### config.mk
export PLATFORM = sky130hd
export DESIGN_NAME = mpc_constraint_fill_flat
export DESIGN_NICKNAME = d
export VERILOG_FILES = /design/src/rtl/mpc_constraint_fill_pkg.sv /design/src/rtl/mpc_constraint_fill_if.sv /design/src/rtl/mpc_constraint_fill_value_sel.sv /design/src/rtl/mpc_constraint_fill.sv /design/src/flat_wrapper.sv
export SDC_FILE = /design/constraint.sdc
export NUM_CORES = 1
export LEC_CHECK = 0
export ABC_AREA = 1
export CAP_MARGIN = 10
export CORE_UTILIZATION = 46
export CTS_CLUSTER_SIZE = 16
export DETAILED_ROUTE_END_ITERATION = 10
export HOLD_SLACK_MARGIN = 0.08
export PLACE_DENSITY = 0.78
export SYNTH_ARGS = -nofsm -noshare
export SYNTH_HDL_FRONTEND = slang
export SYNTH_SLANG_ARGS = --single-unit
### constraint.sdc
create_clock -name ap_clk -period 1.7 [get_ports ap_clk]
set_input_delay 0.17 -clock ap_clk [delete_from_list [all_inputs] [get_ports ap_clk]]
set_output_delay 0.17 -clock ap_clk [all_outputs]
set_load 0.05 [all_outputs]
### src/rtl/mpc_constraint_fill_pkg.sv
// Shared types and constants for the constraint-vector fill engine.
// Modes, FSM states, the default Q16.16 bound and 32-bit saturation limits.
package mpc_fill_pkg;

    typedef enum logic [1:0] {
        CONST     = 2'd0,
        CYCLE     = 2'd1,
        NEG_CYCLE = 2'd2,
        RSVD      = 2'd3
    } mode_e;

    typedef enum logic [1:0] {
        IDLE = 2'd0,
        RUN  = 2'd1,
        DONE = 2'd2
    } state_e;

    localparam int MPC_DATA_W = 32;

    // 10.0 in Q16.16
    localparam logic [31:0] MPC_BOUND_DEFAULT = 32'd655360;

    localparam logic [MPC_DATA_W-1:0] MPC_SAT_MAX = {1'b0, {(MPC_DATA_W-1){1'b1}}};
    localparam logic [MPC_DATA_W-1:0] MPC_SAT_MIN = {1'b1, {(MPC_DATA_W-1){1'b0}}};

endpackage

### src/rtl/mpc_constraint_fill_if.sv
// Block-level ap_* handshake, fill configuration and RAM write port of the fill engine.
// master = controller side, slave = fill engine.
interface mpc_constraint_fill_if #(
    parameter int DATA_W = 32,
    parameter int ADDR_W = 5,
    parameter int NCH    = 4
);
    logic                    ap_start;
    logic                    ap_done;
    logic                    ap_idle;
    logic                    ap_ready;
    logic [ADDR_W-1:0]       cfg_base;
    logic [ADDR_W:0]         cfg_len;
    logic [1:0]              cfg_mode;
    logic [NCH*DATA_W-1:0]   bound_i;
    logic [ADDR_W-1:0]       h_address0;
    logic                    h_ce0;
    logic                    h_we0;
    logic [DATA_W-1:0]       h_d0;

    modport master (
        output ap_start, cfg_base, cfg_len, cfg_mode, bound_i,
        input  ap_done, ap_idle, ap_ready, h_address0, h_ce0, h_we0, h_d0
    );

    modport slave (
        input  ap_start, cfg_base, cfg_len, cfg_mode, bound_i,
        output ap_done, ap_idle, ap_ready, h_address0, h_ce0, h_we0, h_d0
    );

endinterface

### src/rtl/mpc_constraint_fill_value_sel.sv
// Combinational word generator: NCH-way channel select plus optional saturating negate.
// The negator exists only when MPC_CONSTRAINT_FILL_NEG_EN is defined; otherwise mode 2 acts as CYCLE.
module mpc_fill_value_sel
    import mpc_fill_pkg::*;
#(
    parameter int DATA_W = 32,
    parameter int NCH    = 4,
    parameter int CH_W   = $clog2(NCH)
) (
    input  logic [NCH*DATA_W-1:0] bound_vec,
    input  logic [CH_W-1:0]       chan,
    input  mode_e                 mode,
    output logic [DATA_W-1:0]     value
);

    localparam logic [DATA_W-1:0] SAT_MAX = {1'b0, {(DATA_W-1){1'b1}}};
    localparam logic [DATA_W-1:0] SAT_MIN = {1'b1, {(DATA_W-1){1'b0}}};

    logic [DATA_W-1:0] ch_word [NCH];
    logic [DATA_W-1:0] picked;

    generate
        for (genvar gi = 0; gi < NCH; gi++) begin : g_chan
            assign ch_word[gi] = bound_vec[gi*DATA_W +: DATA_W];
        end
    endgenerate

    always_comb begin
        picked = (mode == CONST) ? ch_word[0] : ch_word[chan];
        value  = picked;
`ifdef MPC_CONSTRAINT_FILL_NEG_EN
        // -MIN is not representable, so it clamps to MAX
        if (mode == NEG_CYCLE) begin
            value = (picked == SAT_MIN) ? SAT_MAX : ({DATA_W{1'b0}} - picked);
        end
`endif
    end

endmodule

### src/rtl/mpc_constraint_fill.sv
// Constraint-vector fill engine: writes cfg_len words from cfg_base, one per cycle, under ap_* control.
// Optional feature macro: MPC_CONSTRAINT_FILL_NEG_EN (saturating NEG_CYCLE mode).
module mpc_constraint_fill
    import mpc_fill_pkg::*;
#(
    parameter int DATA_W = 32,
    parameter int ADDR_W = 5,
    parameter int NCH    = 4
) (
    input  logic                ap_clk,
    input  logic                ap_rst,
    mpc_constraint_fill_if.slave bus
);

    localparam int CH_W = $clog2(NCH);

    state_e                state_reg, state_next;
    logic [ADDR_W-1:0]     addr_reg;
    logic [ADDR_W:0]       len_reg;
    logic [ADDR_W:0]       idx_reg;
    mode_e                 mode_reg;
    logic [NCH*DATA_W-1:0] bound_reg;
    logic [CH_W-1:0]       chan_reg;
    logic [DATA_W-1:0]     data_reg;

    mode_e                 cfg_mode_e;
    logic                  accept;
    logic                  start_zero;
    logic                  last_word;
    logic [NCH*DATA_W-1:0] sel_bounds;
    logic [CH_W-1:0]       sel_chan;
    mode_e                 sel_mode;
    logic [DATA_W-1:0]     sel_value;

    assign cfg_mode_e = mode_e'(bus.cfg_mode);
    assign accept     = (state_reg == IDLE) && bus.ap_start;
    assign start_zero = (bus.cfg_len == '0) || (cfg_mode_e == RSVD);
    assign last_word  = (idx_reg + 1'b1) == len_reg;

    // In IDLE the first word comes straight from the live inputs so it is
    // registered together with the accept; in RUN the next word is prefetched.
    assign sel_bounds = (state_reg == IDLE) ? bus.bound_i : bound_reg;
    assign sel_chan   = (state_reg == IDLE) ? '0 : chan_reg + 1'b1;
    assign sel_mode   = (state_reg == IDLE) ? cfg_mode_e : mode_reg;

    mpc_fill_value_sel #(
        .DATA_W (DATA_W),
        .NCH    (NCH),
        .CH_W   (CH_W)
    ) u_value_sel (
        .bound_vec (sel_bounds),
        .chan      (sel_chan),
        .mode      (sel_mode),
        .value     (sel_value)
    );

    always_ff @(posedge ap_clk) begin
        if (ap_rst) begin
            state_reg <= IDLE;
        end else begin
            state_reg <= state_next;
        end
    end

    always_comb begin
        state_next = state_reg;
        case (state_reg)
            IDLE:    if (bus.ap_start) state_next = start_zero ? DONE : RUN;
            RUN:     if (last_word) state_next = DONE;
            DONE:    state_next = IDLE;
            default: state_next = IDLE;
        endcase
    end

    always_ff @(posedge ap_clk) begin
        if (ap_rst) begin
            addr_reg  <= '0;
            len_reg   <= '0;
            idx_reg   <= '0;
            mode_reg  <= CONST;
            bound_reg <= '0;
            chan_reg  <= '0;
            data_reg  <= '0;
        end else if (accept) begin
            len_reg   <= bus.cfg_len;
            mode_reg  <= cfg_mode_e;
            bound_reg <= bus.bound_i;
            idx_reg   <= '0;
            chan_reg  <= '0;
            // Zero-length runs leave the RAM port values untouched
            if (!start_zero) begin
                addr_reg <= bus.cfg_base;
                data_reg <= sel_value;
            end
        end else if ((state_reg == RUN) && !last_word) begin
            idx_reg  <= idx_reg + 1'b1;
            chan_reg <= chan_reg + 1'b1;
            addr_reg <= addr_reg + 1'b1;
            data_reg <= sel_value;
        end
    end

    assign bus.ap_idle    = (state_reg == IDLE);
    assign bus.ap_done    = (state_reg == DONE);
    assign bus.ap_ready   = accept && !ap_rst;
    assign bus.h_ce0      = (state_reg == RUN);
    assign bus.h_we0      = (state_reg == RUN);
    assign bus.h_address0 = addr_reg;
    assign bus.h_d0       = data_reg;

endmodule
### src/flat_wrapper.sv
// flat-port wrapper written by rule: the top's interface ports become plain ports
module mpc_constraint_fill_flat import mpc_fill_pkg::*;
#(
    parameter int DATA_W = 32,
    parameter int ADDR_W = 5,
    parameter int NCH    = 4
)
  (ap_clk, ap_rst, bus_ap_start, bus_cfg_base, bus_cfg_len, bus_cfg_mode, bus_bound_i, bus_ap_done, bus_ap_idle, bus_ap_ready, bus_h_address0, bus_h_ce0, bus_h_we0, bus_h_d0);
  mpc_constraint_fill_if #(.DATA_W(DATA_W), .ADDR_W(ADDR_W), .NCH(NCH)) bus_i ();
  input  logic ap_clk;
  input  logic ap_rst;
  input wire logic [$bits(bus_i.ap_start)-1:0] bus_ap_start;
  input wire logic [$bits(bus_i.cfg_base)-1:0] bus_cfg_base;
  input wire logic [$bits(bus_i.cfg_len)-1:0] bus_cfg_len;
  input wire logic [$bits(bus_i.cfg_mode)-1:0] bus_cfg_mode;
  input wire logic [$bits(bus_i.bound_i)-1:0] bus_bound_i;
  output wire logic [$bits(bus_i.ap_done)-1:0] bus_ap_done;
  output wire logic [$bits(bus_i.ap_idle)-1:0] bus_ap_idle;
  output wire logic [$bits(bus_i.ap_ready)-1:0] bus_ap_ready;
  output wire logic [$bits(bus_i.h_address0)-1:0] bus_h_address0;
  output wire logic [$bits(bus_i.h_ce0)-1:0] bus_h_ce0;
  output wire logic [$bits(bus_i.h_we0)-1:0] bus_h_we0;
  output wire logic [$bits(bus_i.h_d0)-1:0] bus_h_d0;
  assign bus_i.ap_start = bus_ap_start;
  assign bus_i.cfg_base = bus_cfg_base;
  assign bus_i.cfg_len = bus_cfg_len;
  assign bus_i.cfg_mode = bus_cfg_mode;
  assign bus_i.bound_i = bus_bound_i;
  assign bus_ap_done = bus_i.ap_done;
  assign bus_ap_idle = bus_i.ap_idle;
  assign bus_ap_ready = bus_i.ap_ready;
  assign bus_h_address0 = bus_i.h_address0;
  assign bus_h_ce0 = bus_i.h_ce0;
  assign bus_h_we0 = bus_i.h_we0;
  assign bus_h_d0 = bus_i.h_d0;
  mpc_constraint_fill #(.DATA_W(DATA_W), .ADDR_W(ADDR_W), .NCH(NCH)) u_core (.ap_clk(ap_clk), .ap_rst(ap_rst), .bus(bus_i));
endmodule
Yosys cells after proc, flatten, opt, wreduce, memory -nomap -nowiden
Cells that the tools add are included.
- register bits: 183
- logic and storage cells: 50
- $add $sub $neg: 3
- order comparisons: 1
- equal/unequal tests: 7
- muxes and demuxes: 17
- bitwise logic cells: 1
- reduce and logical (&&, ||, !) cells: 13
- operators by type and width (operator ; count):
    $mux W32 ; 6
    $mux W128 ; 1
    $bmux W32 S2 ; 1
    $mux W5 ; 3
    $mux W2 ; 5
    $add A6 B1 Y6 const B ; 1
    $eq A6 B6 Y1 ; 1
    $logic_not A6 Y1 ; 1
    $add A5 B1 Y5 const B ; 1
    $eq A2 B2 Y1 const B ; 2
    $logic_not A2 Y1 ; 2
    $ne A2 B2 Y1 const B ; 2
    $pmux W2 S2 ; 1
    $reduce_and A2 Y1 ; 2
    $ge A3 B3 Y1 const B ; 1
    $logic_and A1 B1 Y1 ; 3
    $not A2 Y3 ; 1
    $add A2 B1 Y2 const B ; 1
    $eq A2 B1 Y1 const B ; 1
    $logic_not A1 Y1 ; 2
    $ne A2 B1 Y1 const B ; 1
    $reduce_bool A2 Y1 ; 1
    $reduce_or A2 Y1 ; 1
    $logic_or A1 B1 Y1 ; 1

Depth between registers and ports, before layout
Gate-level depths: netlist of run 1.
- depth in word-level cells: 9
- mapped depth: 14
- mapped depth without buffers: 13

Cells and area by module
From an unflattened synthesis of run 1, not the netlist that was laid out.
- cells, all modules: 1540
- area total of the unflattened synthesis: 9659.3 µm²
- by module, submodules not included (module ; instances ; cells each ; area an instance (µm²) ; seq. area each (µm²)):
    mpc_constraint_fill ; 1 ; 1190 ; 8207.9 ; 3663.5
    mpc_fill_value_sel ; 1 ; 350 ; 1451.4 ; 0.0

Worst setup path before layout of run 1
OpenSTA, ideal clock, no wires.
- kind: register to register
- start point: register u_core.state_reg[0]
- end point: register u_core.addr_reg[0], in the netlist u_core.bus.h_address0[0]
- data arrival time: 1.953 ns
- path slack: -0.368 ns
- stages on the path, launching flop included: 9
- path buffers: 3
- period minus slack after synthesis: 2.068 ns
- cells stage by stage: dfxtp_1 buf_2 inv_2 nor2_1 nand2_2 buf_6 buf_6 a21oi_1 nor2_1
- cells in the longest elaborated chain, start to end: 4
- elaborated cells on any way between the ends: 8
- those cells by class: 2 x eq/ne; 1 x mux; 5 x reduce/logical
- ends and longest elaborated chain (item ; line ; text):
    start, declared ; mpc_constraint_fill.sv:17 ; state_e state_reg, state_next;
    start signal, assigned ; mpc_constraint_fill.sv:61 ; state_reg <= state_next;
    $eq A2 B1 Y1 ; n/a ;
    via bus_h_ce0 ; flat_wrapper.sv:21 ; output wire logic [$bits(bus_i.h_ce0)-1:0] bus_h_ce0;
    $logic_and A1 B1 Y1 ; mpc_constraint_fill.sv:95 ; end else if ((state_reg == RUN) && !last_word) begin
    $reduce_bool A2 Y1 (no line) ; n/a ;
    $reduce_and A2 Y1 (no line) ; n/a ;
    end signal, assigned ; mpc_constraint_fill.sv:92 ; addr_reg <= bus.cfg_base;
    end signal, assigned ; mpc_constraint_fill.sv:98 ; addr_reg <= addr_reg + 1'b1;
    end, declared ; mpc_constraint_fill.sv:18 ; logic [ADDR_W-1:0] addr_reg;
The timed path passes the listed nets, and every way through them passes these cells.
A chain may end at the register's enable or synchronous reset.

Worst setup path in the final report of run 1
- start point: register u_core.idx_reg[0]
- end point: register u_core.idx_reg[3]
- cells in the longest elaborated chain, start to end: 4
- ends and longest elaborated chain (item ; line ; text):
    start, declared ; mpc_constraint_fill.sv:20 ; logic [ADDR_W:0] idx_reg;
    start signal, assigned ; mpc_constraint_fill.sv:96 ; idx_reg <= idx_reg + 1'b1;
    $add A6 B1 Y6 * ; mpc_constraint_fill.sv:38, mpc_constraint_fill.sv:96 ;
    $eq A6 B6 Y1 ; mpc_constraint_fill.sv:38 ; assign last_word = (idx_reg + 1'b1) == len_reg;
    $logic_not A1 Y1 ; mpc_constraint_fill.sv:95 ;
    $logic_and A1 B1 Y1 ; mpc_constraint_fill.sv:95 ;
Every way passes the cells marked *; elsewhere a longest branch is shown, timed or not.

==> results of run 1 <==
==> critical path, cell delays in order, from the launching register on <==
cell       delay, ns
dfxtp_2         0.34
ha_4            0.28
inv_2           0.03
nand2_1         0.04
nand2_1         0.06
nor2_2          0.09
nand3_1         0.08
nor2_2          0.10
nand3_2         0.14
nand2_8         0.16
buf_12          0.13
clkbuf_16       0.15
o21ai_2         0.06
nor2_1          0.11
==> cells in the mapped netlist (all sizes together) <==
master / n / area, sq um
buf: 44 / 268
inv: 136 / 510
xor2: 1 / 8.76
clkbuf: 41 / 155
o21ai: 155 / 780
o21bai: 1 / 7.51
a21oi: 33 / 165
a22o: 25 / 219
nand2: 281 / 1060
nand4: 4 / 25.0
or2: 24 / 150
xnor2: 1 / 8.76
nand3: 48 / 245
o22ai: 2 / 12.5
o211ai: 49 / 368
nor2: 76 / 298
o221ai: 31 / 272
nand3b: 27 / 203
dfxtp: 183 / 3660
ha: 2 / 25.0
o31ai: 1 / 7.51
==> metrics by stage <==
step                setup TNS, ns  hold slack (ns)
floorplan                       0            0.239
global placement           -17.94            0.432
detailed placement         -23.99            0.440
CTS                         -4.35            0.284
global route               -11.01            0.299
finish                      -3.87            0.290
==> cells in the final DEF, fill, tap and decap left out, types with 2 or more instances in the layout <==
cell type	Yosys	layout
nand2_1	278	276
inv_4	0	2
dlygate4sd2_1	0	5
or2_2	21	21
inv_2	8	8
o211ai_1	49	49
a21oi_2	0	5
nor2_2	5	4
nand3_2	1	2
buf_16	0	2
buf_4	5	92
nor2_4	0	6
o21ai_1	38	38
clkbuf_16	0	18
buf_12	0	21
dfxtp_1	183	178
or2_1	3	3
o221ai_1	31	31
nand2_2	3	2
bufinv_16	0	2
dfxtp_2	0	4
nor2_1	71	66
a21oi_1	33	27
buf_6	6	3
nand4_1	4	4
nand3_1	47	46
inv_1	128	125
clkbuf_1	40	2
o22ai_1	2	2
clkinv_2	0	2
o21ai_0	116	113
clkdlybuf4s50_1	0	143
a22o_1	25	25
nand3b_1	27	27
nand2_4	0	2
clkinvlp_4	0	3
bufbuf_16	0	2
clkbuf_8	0	5
o21ai_2	1	4
==> power by group through the flow <==
stage          clock (mW)  combinational (mW)  sequential (mW)
6_report             4.00                4.30             4.98
5_1_grt              4.20                4.67             5.02
4_1_cts              4.03                4.19             4.97
3_5_place_dp            0                4.03             5.06
3_3_place_gp            0                3.98             5.05
2_1_floorplan           0                1.96             5.57
==> what timing repair did <==
| action | in CTS | in global routing |
|---|---|---|
| cloned | 4 | 1 |
| pin swaps | 7 | 14 |
| setup endpoints to repair | 186 | 76 |
| resized for setup | 25 | 21 |
| buffers inserted | 7 | 3 |
==> final timing paths <==
kind,startpoint,to,slack [ns],cells past startpoint
worst min-delay path,bus_bound_i[115],u_core.bound_reg[115],0.29,3
worst max register to register,u_core.idx_reg[0],u_core.idx_reg[3],-0.14,13
worst min register to register,u_core.bound_reg[6],u_core.bound_reg[6],0.46,2
worst max-delay path,u_core.idx_reg[0],u_core.idx_reg[3],-0.14,13
==> cell type report <==
cell class	count	area [sq um]
Clock inverter	7	92.6
Clock buffer	24	502
Fill cell	1504	6140
Timing Repair Buffer	269	2770
Tap cell	229	287
Inverter	136	520
Sequential cell	183	3670
Multi-Input combinational cell	761	3990
==> per-layer routing <==
layer	up-vias	GRT usage, %
li1	4239	-
met5	-	0
met2	308	48.9
met4	0	12.3
met1	3947	33.6
met3	67	4.97
==> kinds of logic after synthesis <==
| kind of cell | after synthesis | share of synthesized area (%) |
|---|---|---|
| flops | 183 | 43.3 |
| simple gates | 460 | 23.5 |
| compound gates | 297 | 21.7 |
| fa+ha+maj | 2 | 0.296 |
| xor+xnor | 2 | 0.207 |
| buf+inv | 221 | 11.0 |
==> results.json, run 1 <==
{
  "placed_cells": 1563,
  "max_freq_mhz": 542,
  "highest_layer": "met4",
  "fin_cells": 1609,
  "dp_hpwl_mm": 18.1,
  "die_y_um": 138,
  "worstSkewPairLatency_ns": 0.43,
  "nNetsFinal": 1514,
  "dpl_cell_area_sq_mm": 0.0109,
  "core-area_sq_mm": 0.0180,
  "fin_ws_ns": -0.145,
  "layout-drive-gt1-share_pct": 15.6,
  "seqPwrFrac_pct": 37.5,
  "switching_share_pct": 33.2,
  "critical_path_class": "reg2reg",
  "synth_cell_type_count": 32,
  "p_per_area_mw_per_mm2": 1120,
  "viasPerCell": 5.32,
  "vias": 8561,
  "drtIter0Drc": 667,
  "cts_tree": "done",
  "grt_first_pass_wirelength_mm": 40.2,
  "grt_usage_pct": 28.1,
  "violations": "negative setup slack",
  "fp.dieW_um": 138,
  "finalInstanceArea_sq_mm": 0.0118,
  "rsz0062_at_grt": "yes",
  "ioPinCount": 186,
  "hold_buffers": 0,
  "grt_max_degree": 51,
  "dr_wl_met2_mm": 12.9,
  "die-area_sq_mm": 0.0189,
  "pwr-share-clk_pct": 30.1,
  "syn_avg_cell_area_sq_um": 7.26,
  "place_ws_ns": -0.244,
  "cap_violations": 0,
  "largest_reg_flops": 128,
  "gp_congestion": 0.869,
  "num_antenna_cells": 0,
  "startpoint_type": "flop",
  "path_max_fanout": 7,
  "ir_worst_vdd_mv": 0.726,
  "yosysWarnings": 0,
  "wirelength_met1_mm": 10.6,
  "slew_violations": 0,
  "ys_seq_elements": 183,
  "routed_wl_mm": 26.1,
  "fin_crit_sh_pct": 109,
  "gr-total-overflow": 0,
  "htreeDepth": 4,
  "syn_nets": 1311,
  "fin_util_pct": 65.8,
  "core.rowCount": 49,
  "portBuffers": 185,
  "wl_met3_mm": 1.52,
  "start_util_pct": 47.1,
  "hp-class": "in2reg",
  "pwr-share-comb_pct": 32.4,
  "drc": 0,
  "p_int_mw": 8.87,
  "netlist_area_sq_mm": 0.00845,
  "wl_per_cell_um": 16.2,
  "syn_inst": 1165,
  "clk_path_buf_depth": 2,
  "root_buffer": "clkbuf_16",
  "tightest_slew_ns": 0.500,
  "final-hold-violation-count": 0,
  "yosysSeqAreaShare_pct": 43.3,
  "status": "complete, but fails checks",
  "drtAntennaViolNets": 0,
  "area_growth_pct": 39.9,
  "clock-skew-final_ns": 0.00801,
  "firstDrtPassIters": 5,
  "antenna_found_initial": 0,
  "critPathCaptureType": "flop",
  "setup_viol": 47,
  "relSlewSlack_pct": 66.8,
  "period_minus_slack_ns": 1.84,
  "p_leak_nw": 4.99,
  "arrival_ns": 2.21,
  "switchingPower_mw": 4.41,
  "clkSinkCount": 183,
  "numCtsBuffers": 17,
  "power_mw": 13.3,
  "grt_pass1_vias": 8096,
  "cts.reportedPaths.clkPinSlew_ns": 0.07,
  "crit_required_ns": 2.06
}
No activity file was read; power rests on OpenSTA's default activity.
==> run 2, diff against run 1 <==
--- a/config.mk
+++ b/config.mk
@@ -15,3 +15,4 @@
 export SYNTH_ARGS = -nofsm -noshare
 export SYNTH_HDL_FRONTEND = slang
 export SYNTH_SLANG_ARGS = --single-unit
+export TNS_END_PERCENT = 50
==> run 2 against run 1 <==
Effect of this change: the flow still finishes with violations (negative setup slack); core utilization down 0.098 points; via count barely moved; fmax increased by 0.74%; wire length fell by 0.72%; non-clock buffer count shrank 2; first-iteration DRC count is 2.7% lower; register-to-register slack hardly changed.
==> results.json, run 2 (synthesis results as in run 1) <==
{
  "seqPwrFrac_pct": 37.6,
  "gr-total-overflow": 0,
  "largest_reg_flops": 128,
  "violations": "negative setup slack",
  "critPathCaptureType": "flop",
  "path_max_fanout": 7,
  "vias": 8558,
  "root_buffer": "clkbuf_16",
  "htreeDepth": 4,
  "hold_buffers": 0,
  "grt_max_degree": 51,
  "period_minus_slack_ns": 1.83,
  "drtIter0Drc": 649,
  "viasPerCell": 5.33,
  "ioPinCount": 186,
  "start_util_pct": 47.1,
  "layout-drive-gt1-share_pct": 15.4,
  "pwr-share-clk_pct": 30.1,
  "wl_met3_mm": 1.47,
  "p_int_mw": 8.86,
  "die-area_sq_mm": 0.0189,
  "nNetsFinal": 1512,
  "drtAntennaViolNets": 0,
  "max_freq_mhz": 546,
  "grt_usage_pct": 28.1,
  "hold_ws_ns": 0.292,
  "rsz0062_at_grt": "yes",
  "fp.dieW_um": 138,
  "core.rowCount": 49,
  "fin_ws_ns": -0.131,
  "fin_crit_sh_pct": 108,
  "worstSkewPairLatency_ns": 0.43,
  "fin_cells": 1607,
  "tns_ns": -3.78,
  "routed_wl_mm": 25.9,
  "placed_cells": 1563,
  "highest_layer": "met4",
  "dp_hpwl_mm": 18.1,
  "num_antenna_cells": 0,
  "status": "complete, but fails checks",
  "slew_violations": 0,
  "clkSinkCount": 183,
  "min-delay-start": "bus_bound_i[115]",
  "layout.cells.most_common": "nand2_1",
  "area_growth_pct": 39.7,
  "crit_required_ns": 2.06,
  "core-area_sq_mm": 0.0180,
  "pwr-share-comb_pct": 32.4,
  "dr_wl_met2_mm": 12.9,
  "mostFrequentLayoutCells": "nand2_1 (276), dfxtp_1 (178), clkdlybuf4s50_1 (143)",
  "portBuffers": 185,
  "clk_path_buf_depth": 2,
  "cap_violations": 0,
  "drc": 0,
  "wirelength_met1_mm": 10.6,
  "cts_tree": "done",
  "switching_share_pct": 33.1,
  "antenna_found_initial": 0,
  "numCtsBuffers": 17,
  "p_leak_nw": 4.98,
  "setup_viol": 47,
  "hp-class": "in2reg",
  "final-hold-violation-count": 0,
  "tightest_slew_ns": 0.500,
  "r2r-start": "u_core.idx_reg[0]",
  "firstDrtPassIters": 8,
  "die_y_um": 138,
  "grt_pass1_vias": 8095,
  "grt_first_pass_wirelength_mm": 40.2,
  "ir_worst_vdd_mv": 0.719,
  "p_per_area_mw_per_mm2": 1120,
  "switchingPower_mw": 4.38,
  "clock-skew-final_ns": 0.00599,
  "cp-startpoint": "u_core.idx_reg[0]",
  "cts.reportedPaths.clkPinSlew_ns": 0.07,
  "fin_util_pct": 65.7,
  "critical_path_class": "reg2reg",
  "place_ws_ns": -0.244,
  "gp_congestion": 0.869,
  "startpoint_type": "flop",
  "relSlewSlack_pct": 66.8,
  "arrival_ns": 2.19,
  "wl_per_cell_um": 16.1
}
run 2: cell types whose count changed in the layout (fill, tap and decap cells not counted):
cell / before / now
buf_6: 3 / 4
dfxtp_2: 4 / 3
buf_4: 92 / 89
o21ai_2: 4 / 3
inv_6: 1 / 0
o21ai_1: 38 / 39
inv_2: 8 / 9
dfxtp_4: 1 / 2
run 2: final cells by class:
type,instances,area (sq um)
fillers,1512,6160
multi-input cells,761,3980
flip-flops and latches,183,3670
repair buffers,267,2750
inverters,136,515
clock buffers,24,502
well taps,229,287
clock inverters,7,92.6
run 2: metrics by stage:
| step | total power [mW] | area (sq um) |
|---|---|---|
| finish | 13.2 | 11800 |
| global route | 13.9 | 11800 |
| CTS | 13.2 | 11700 |
| detailed placement | 9.09 | 10900 |
| global placement | 9.02 | 10900 |
| floorplan | 7.54 | 8480 |
run 2: routing by layer:
| layer | vias up | track usage, % |
|---|---|---|
| met2 | 307 | 48.9 |
| met4 | 0 | 12.3 |
| li1 | 4235 | - |
| met5 | - | 0 |
| met3 | 58 | 4.97 |
| met1 | 3958 | 33.6 |
run 2: critical path, cell delays in order (launching register included):
cell and delay [ns]:
dfxtp_2 0.34, ha_4 0.28, inv_2 0.03, nand2_1 0.04, nand2_1 0.06, nor2_2 0.09
nand3_1 0.08, nor2_2 0.10, nand3_2 0.14, nand2_8 0.16, buf_12 0.13, clkbuf_16 0.15
o21ai_2 0.05, nor2_1 0.11
run 2: final timing paths:
| path | to | slack [ns] | depth (start not counted) |
|---|---|---|---|
| max | u_core.idx_reg[0] | -0.13 | 13 |
| min | u_core.bound_reg[115] | 0.29 | 3 |
| max reg2reg | u_core.idx_reg[0] | -0.13 | 13 |
| min reg2reg | u_core.bound_reg[6] | 0.46 | 2 |
run 2: power by group through the flow:
stage | clock (mW) | sequential [mW] | combinational, mW
CTS | 4.03 | 4.97 | 4.19
detailed placement | 0 | 5.06 | 4.03
global route | 4.20 | 5.02 | 4.66
floorplan | 0 | 5.57 | 1.96
global placement | 0 | 5.05 | 3.98
finish | 3.98 | 4.98 | 4.29
run 2: repair_timing:
action                                  in CTS  in global routing
endpoints found under the setup margin     186                 77
setup buffers                                7                  1
resized for setup                           24                 21
pin swaps                                    7                 10
cloned                                       4                  1
